--- src/rtl/pipeline_ctrl_pkg.sv ---
// rtl/pipeline_ctrl_pkg.sv - shared types and helpers for the pipeline hazard controller
package pipeline_ctrl_pkg;

  localparam int REG_ADDR_W = 3;

  typedef enum logic [1:0] {
    RUN       = 2'd0,
    MEM_WAIT  = 2'd1,
    INT_DRAIN = 2'd2,
    INT_ACK   = 2'd3
  } state_t;

  typedef struct packed {
    logic en_pc;
    logic en_if_id;
    logic en_id_ex;
    logic en_ex_mem;
    logic en_mem_wb;
    logic flush_if_id;
    logic flush_id_ex;
    logic flush_ex_mem;
  } stage_ctrl_t;

  localparam stage_ctrl_t CTRL_RUN = '{
    en_pc: 1'b1, en_if_id: 1'b1, en_id_ex: 1'b1, en_ex_mem: 1'b1, en_mem_wb: 1'b1,
    flush_if_id: 1'b0, flush_id_ex: 1'b0, flush_ex_mem: 1'b0
  };

  localparam stage_ctrl_t CTRL_FREEZE = '{
    en_pc: 1'b0, en_if_id: 1'b0, en_id_ex: 1'b0, en_ex_mem: 1'b0, en_mem_wb: 1'b0,
    flush_if_id: 1'b0, flush_id_ex: 1'b0, flush_ex_mem: 1'b0
  };

  // A taken branch squashes any load-use stall since the ID instruction is wrong-path.
  function automatic stage_ctrl_t run_ctrl(input logic branch, input logic hazard);
    stage_ctrl_t c;
    c = CTRL_RUN;
    if (branch) begin
      c.flush_if_id = 1'b1;
      c.flush_id_ex = 1'b1;
    end else if (hazard) begin
      c.en_pc       = 1'b0;
      c.en_if_id    = 1'b0;
      c.flush_id_ex = 1'b1;
    end
    return c;
  endfunction

endpackage

--- src/rtl/load_use_detect.sv ---
// rtl/load_use_detect.sv - combinational load-use hazard compare between ID sources and EX load
module load_use_detect #(
  parameter int ADDR_W = 3
) (
  input  logic [ADDR_W-1:0] i_id_rs,
  input  logic [ADDR_W-1:0] i_id_rt,
  input  logic              i_id_uses_rs,
  input  logic              i_id_uses_rt,
  input  logic              i_ex_mem_read,
  input  logic [ADDR_W-1:0] i_ex_rd,
  output logic              o_hazard
);

  logic w_rs_match;
  logic w_rt_match;

  assign w_rs_match = i_id_uses_rs & (i_id_rs == i_ex_rd);
  assign w_rt_match = i_id_uses_rt & (i_id_rt == i_ex_rd);
  assign o_hazard   = i_ex_mem_read & (w_rs_match | w_rt_match);

endmodule

--- src/rtl/pipeline_hazard_controller.sv ---
// rtl/pipeline_hazard_controller.sv - stage enable/flush sequencer for the 5-stage pipeline
module pipeline_hazard_controller #(
  parameter int REG_ADDR_W   = pipeline_ctrl_pkg::REG_ADDR_W,
  parameter int DRAIN_CYCLES = 3,
  parameter int MEM_TIMEOUT  = 15,
  parameter int CNT_W        = 16
) (
  input  logic                  CLK,
  input  logic                  RST,
  input  logic [REG_ADDR_W-1:0] id_rs,
  input  logic [REG_ADDR_W-1:0] id_rt,
  input  logic                  id_uses_rs,
  input  logic                  id_uses_rt,
  input  logic                  ex_mem_read,
  input  logic [REG_ADDR_W-1:0] ex_rd,
  input  logic                  ex_branch_taken,
  input  logic                  mem_req,
  input  logic                  mem_ack,
  input  logic                  int_req,
  input  logic                  stall_clr,
  output logic                  en_pc,
  output logic                  en_if_id,
  output logic                  en_id_ex,
  output logic                  en_ex_mem,
  output logic                  en_mem_wb,
  output logic                  flush_if_id,
  output logic                  flush_id_ex,
  output logic                  flush_ex_mem,
  output logic                  int_ack,
  output logic                  mem_err,
  output logic [CNT_W-1:0]      stall_cnt
);
  import pipeline_ctrl_pkg::*;

  localparam int WAIT_W  = $clog2(MEM_TIMEOUT + 1);
  localparam int DRAIN_W = (DRAIN_CYCLES > 1) ? $clog2(DRAIN_CYCLES) : 1;

  state_t            r_state, w_state_nxt;
  logic [WAIT_W-1:0] r_wait_cnt;
  logic [DRAIN_W-1:0] r_drain_cnt, w_drain_nxt;
  logic              r_int_pending, w_int_pending_nxt;
  logic              r_int_gap, w_int_gap_nxt;
  logic              r_mem_err;
  logic [CNT_W-1:0]  r_stall_cnt;
  logic              w_hazard;
  logic              w_mem_stall;
  logic              w_int_ack;
  stage_ctrl_t       w_ctrl;

  load_use_detect #(.ADDR_W(REG_ADDR_W)) u_load_use (
    .i_id_rs      (id_rs),
    .i_id_rt      (id_rt),
    .i_id_uses_rs (id_uses_rs),
    .i_id_uses_rt (id_uses_rt),
    .i_ex_mem_read(ex_mem_read),
    .i_ex_rd      (ex_rd),
    .o_hazard     (w_hazard)
  );

  // Once in MEM_WAIT only the ack releases the freeze, so mem_req is not re-qualified there.
  assign w_mem_stall = (r_state == MEM_WAIT) ? ~mem_ack : (mem_req & ~mem_ack);

  always_comb begin
    w_ctrl            = CTRL_RUN;
    w_int_ack         = 1'b0;
    w_state_nxt       = r_state;
    w_drain_nxt       = r_drain_cnt;
    w_int_pending_nxt = r_int_pending;
    w_int_gap_nxt     = r_int_gap;
    if (RST) begin
      case (r_state)
        RUN: begin
          w_int_gap_nxt = 1'b0;
          if (w_mem_stall) begin
            w_ctrl      = CTRL_FREEZE;
            w_state_nxt = MEM_WAIT;
          end else if (ex_branch_taken || w_hazard) begin
            w_ctrl = run_ctrl(ex_branch_taken, w_hazard);
          end else if (int_req && !r_int_gap) begin
            w_int_pending_nxt = 1'b1;
            w_drain_nxt       = '0;
            w_state_nxt       = INT_DRAIN;
          end
        end
        MEM_WAIT: begin
          if (w_mem_stall) begin
            w_ctrl = CTRL_FREEZE;
          end else begin
            w_ctrl      = run_ctrl(ex_branch_taken, w_hazard);
            w_state_nxt = RUN;
          end
        end
        INT_DRAIN: begin
          if (w_mem_stall) begin
            w_ctrl = CTRL_FREEZE;
          end else begin
            w_ctrl = run_ctrl(ex_branch_taken, w_hazard);
            // A branch keeps en_pc so the redirect target becomes the saved return PC.
            if (!ex_branch_taken && !w_hazard) begin
              w_ctrl.en_pc       = 1'b0;
              w_ctrl.flush_if_id = 1'b1;
            end
            if (r_drain_cnt == DRAIN_W'(DRAIN_CYCLES - 1)) begin
              w_state_nxt = INT_ACK;
            end else begin
              w_drain_nxt = r_drain_cnt + DRAIN_W'(1);
            end
          end
        end
        INT_ACK: begin
          if (w_mem_stall) begin
            w_ctrl = CTRL_FREEZE;
          end else begin
            w_ctrl.flush_if_id = 1'b1;
            w_int_ack          = r_int_pending;
            w_int_pending_nxt  = 1'b0;
            w_int_gap_nxt      = 1'b1;
            w_state_nxt        = RUN;
          end
        end
        default: w_state_nxt = RUN;
      endcase
    end
  end

  always_ff @(posedge CLK or negedge RST) begin
    if (!RST) begin
      r_state       <= RUN;
      r_wait_cnt    <= '0;
      r_drain_cnt   <= '0;
      r_int_pending <= 1'b0;
      r_int_gap     <= 1'b0;
      r_mem_err     <= 1'b0;
      r_stall_cnt   <= '0;
    end else begin
      r_state       <= w_state_nxt;
      r_drain_cnt   <= w_drain_nxt;
      r_int_pending <= w_int_pending_nxt;
      r_int_gap     <= w_int_gap_nxt;
      if (!w_mem_stall) begin
        r_wait_cnt <= '0;
      end else if (r_wait_cnt != WAIT_W'(MEM_TIMEOUT)) begin
        r_wait_cnt <= r_wait_cnt + WAIT_W'(1);
      end
      if (w_mem_stall && r_wait_cnt == WAIT_W'(MEM_TIMEOUT - 1)) begin
        r_mem_err <= 1'b1;
      end
      if (stall_clr) begin
        r_stall_cnt <= '0;
      end else if (!w_ctrl.en_pc && r_stall_cnt != {CNT_W{1'b1}}) begin
        r_stall_cnt <= r_stall_cnt + CNT_W'(1);
      end
    end
  end

  assign en_pc        = w_ctrl.en_pc;
  assign en_if_id     = w_ctrl.en_if_id;
  assign en_id_ex     = w_ctrl.en_id_ex;
  assign en_ex_mem    = w_ctrl.en_ex_mem;
  assign en_mem_wb    = w_ctrl.en_mem_wb;
  assign flush_if_id  = w_ctrl.flush_if_id;
  assign flush_id_ex  = w_ctrl.flush_id_ex;
  assign flush_ex_mem = w_ctrl.flush_ex_mem;
  assign int_ack      = w_int_ack;
  assign mem_err      = r_mem_err;
  assign stall_cnt    = r_stall_cnt;

endmodule

--- config.mk ---
export PLATFORM = sky130hd
export DESIGN_NAME = pipeline_hazard_controller
export DESIGN_NICKNAME = d
export VERILOG_FILES = /design/src/rtl/pipeline_ctrl_pkg.sv /design/src/rtl/load_use_detect.sv /design/src/rtl/pipeline_hazard_controller.sv
export SDC_FILE = /design/constraint.sdc
export NUM_CORES = 1
export LEC_CHECK = 0
export CAP_MARGIN = 20
export CORE_ASPECT_RATIO = 1.5
export CORE_UTILIZATION = 43
export DETAILED_ROUTE_END_ITERATION = 10
export PLACE_DENSITY_LB_ADDON = 0.12
export SLEW_MARGIN = 20
export SYNTH_ARGS = -nofsm -noshare
export SYNTH_HDL_FRONTEND = slang
export SYNTH_SLANG_ARGS = --single-unit
--- constraint.sdc ---
create_clock -name CLK -period 2 [get_ports CLK]
set_clock_uncertainty 0.05 [all_clocks]
set_input_delay 0.5 -clock CLK [delete_from_list [all_inputs] [get_ports CLK]]
set_output_delay 0.5 -clock CLK [all_outputs]
set_load 0.01 [all_outputs]
==> impl_metrics.ini <==
[outcome]
status = finished, violations left
failed_checks = setup timing

[synthesis]
synthesis.nets = 214
postSynthCellCount = 191
synthTopCellsByArea = dfrtp_1 (41%), nor2_1 (4.5%), or4_1 (4.5%), nand2_1 (4.3%), a21oi_1 (3.9%)
synth-edff-count = 0
async_flop_share_pct = 100
ys_warn_count = 0
ys_ff_latch = 27
yosysUniqueCellTypes = 41
netlist.area_leader.share_pct = 40.7
syn_avg_cell_area_sq_um = 8.70
yosys.cell_count.top_type = dfrtp_1
synth_top_cells_by_count = dfrtp_1 (27), nor2_1 (20), nand2_1 (19), a21oi_1 (13), or4_1 (10)
yosysTopAreaCell = dfrtp_1
ys_seq_area_share_pct = 40.7
ys.flop_type = dfrtp_1
synth_area_sq_um = 1660

[worst_setup_path]
path_cells = and2b_2 > o21bai_4 > buf_6 > and2_4 > nand2_2 > nor2_1 > buf_2
arrival_ps = 1600
setup.worst_path.class = reg -> out
crit_slowest_cell = dfrtp_1
critical-path-max-stage-delay_ps = 410
endpoint_kind = output port
crit_fanout = 4
critPathLaunchType = register
crit_buf_inv = 2
rrSetupSlack_ps = -110
required_ps = 1450
critPathTopFamily = simple AND/OR/NAND/NOR gates

[routing]
firstDrtPassIters = 4
wirelength_um = 5170
wl_per_cell_um = 16.0
viasPerCell = 5.59
routed-via-count = 1806
ant_nets = 0
drt_iter0_drc = 33
drc = 0

[cells_and_area]
drive_gt1_share_pct = 43.2
nFillCells = 269
regArea_sq_um = 677
nets = 304
fin_area_sq_um = 2760
num_antenna_cells = 0
area_growth_pct = 65.8
multi_input_area_sq_um = 1180

[timing]
timing.fmax_mhz = 466
setup_viol = 13
finalWorstSetupSlack_ps = -148
finalMaxSlewViolations = 0
fin_crit_sh_pct = 107
final.setup.tns_ps = -1140
fin_crit_ps = 2150
rsz0062_at_grt = true
timing.hold.ws_ps = 437
finalHoldViolations = 0

[placed_design]
place.gp.congestion = 0.824
place_ws_ps = -794
hpwl_um = 3690
place_area_sq_um = 2380
port_buffers = 43

[global_routing]
grt_pass1_wl_um = 8380
antenna_found_initial = 0
grt_max_degree = 20
grt_pass1_vias = 1839
grt-ovfl-total = 0
grt.total_usage_pct = 27.0

[pwr]
swShare_pct = 36.2
pwr-share-clk_pct = 18.4
combPwrFrac_pct = 45.2
p_leak_nw = 1.20
net-switching-power_mw = 0.666
pwr-share-seq_pct = 36.4
peakVddDrop_mv = 0.508
intPower_mw = 1.17
power_density_nw_per_um2 = 667

[clock_tree]
numCtsBuffers = 3
clock_sinks = 27
clockRootBuffer = clkbuf_8
clk_path_buf_depth = 2
cts_tree = yes
htree_levels = 1
clk_pin_slew_ps = 100
clk_latency_ps = 290

[floorplan]
initial_core_util_pct = 45.1
dieArea_sq_um = 4120
core_area_sq_um = 3680
fp.dieH_um = 78.1
ioPinCount = 45
die_width_um = 52.8
std_cell_rows = 27

[hold_path]
holdCritPathClass = reg -> reg

[job]
max-cap-violations = 0
state kept, by name (all words and copies together), names as in the netlist:
register       cells
stall_cnt         16
r_wait_cnt         4
r_drain_cnt        2
r_state            2
mem_err            1
r_int_gap          1
r_int_pending      1
per-layer routing:
metal / routed length (um) / GRT usage [%]
met1: 1960 / 29.6
met2: 2940 / 50.0
met3: 89 / 3.10
met4: 187 / 10.5
met5: 0 / 0
power groups by stage:
stage	clock network, mW	logic [mW]	registers, mW
5_1_grt	0.370	0.904	0.680
6_report	0.337	0.831	0.669
3_5_place_dp	0	0.680	0.680
2_1_floorplan	0	0.353	0.679
4_1_cts	0.337	0.745	0.668
3_3_place_gp	0	0.655	0.672
per-stage QoR:
step / total power, mW / instances / utilization, %
5_1_grt: 1.95 / 323 / 74.8
3_3_place_gp: 1.33 / 307 / 64.7
3_5_place_dp: 1.36 / 307 / 64.7
6_report: 1.84 / 323 / 74.8
4_1_cts: 1.75 / 317 / 69.0
2_1_floorplan: 1.03 / 191 / -
kinds of logic (layout without fill, tap and decap cells):
| logic type | count (synthesis) | after routing | share of synthesized area [%] |
|---|---|---|---|
| XOR/XNOR | 9 | 9 | 4.74 |
| flip-flops | 27 | 27 | 40.7 |
| adder cells (fa/ha/maj) | 4 | 4 | 3.01 |
| buffers and inverters | 15 | 103 | 4.82 |
| AND/OR/NAND/NOR | 86 | 86 | 27.3 |
| AO/OA/AOI/OAI | 48 | 49 | 18.6 |
| multiplexers | 1 | 1 | 0.602 |
| other | 1 | 1 | 0.226 |
final cells by class:
type | count | share of cell area, %
clock buffers | 3 | 1.50
clock inverters | 1 | 0.272
inverters | 7 | 0.954
multi-input cells | 150 | 42.9
flip-flops and latches | 27 | 24.6
well taps | 43 | 1.95
repair buffers | 92 | 27.8
repair_timing:
| action | 4_1_cts | 5_1_grt |
|---|---|---|
| cloned | 1 | 1 |
| buffers inserted | 5 | 6 |
| endpoints found under the setup margin | 28 | 23 |
| resized for setup | 95 | 55 |
| hold buffers | 0 | 0 |
| pin swaps | 20 | 22 |
cells in the final DEF, fill, tap and decap left out, types with 7 or more instances in the layout:
master / netlist / layout
buf_4: 4 / 44
nand3_1: 9 / 9
clkdlybuf4s50_1: 0 / 19
buf_6: 1 / 9
a21oi_2: 1 / 9
inv_1: 7 / 7
dfrtp_1: 27 / 26
buf_2: 1 / 9
or4_4: 0 / 8
nor2_1: 20 / 18
nand2_1: 19 / 13
path summary, 6_finish.rpt:
check / cells after the start / end / start
worst max-delay path: 7 / flush_id_ex / r_state[0]
worst min-delay path: 1 / mem_err / mem_err
worst max register to register: 8 / stall_cnt[8] / r_state[0]
worst min register to register: 1 / mem_err / mem_err
max in group asynchronous: 3 / stall_cnt[8] / RST
min in group asynchronous: 2 / stall_cnt[7] / RST
No activity file was read; power rests on OpenSTA's default activity.
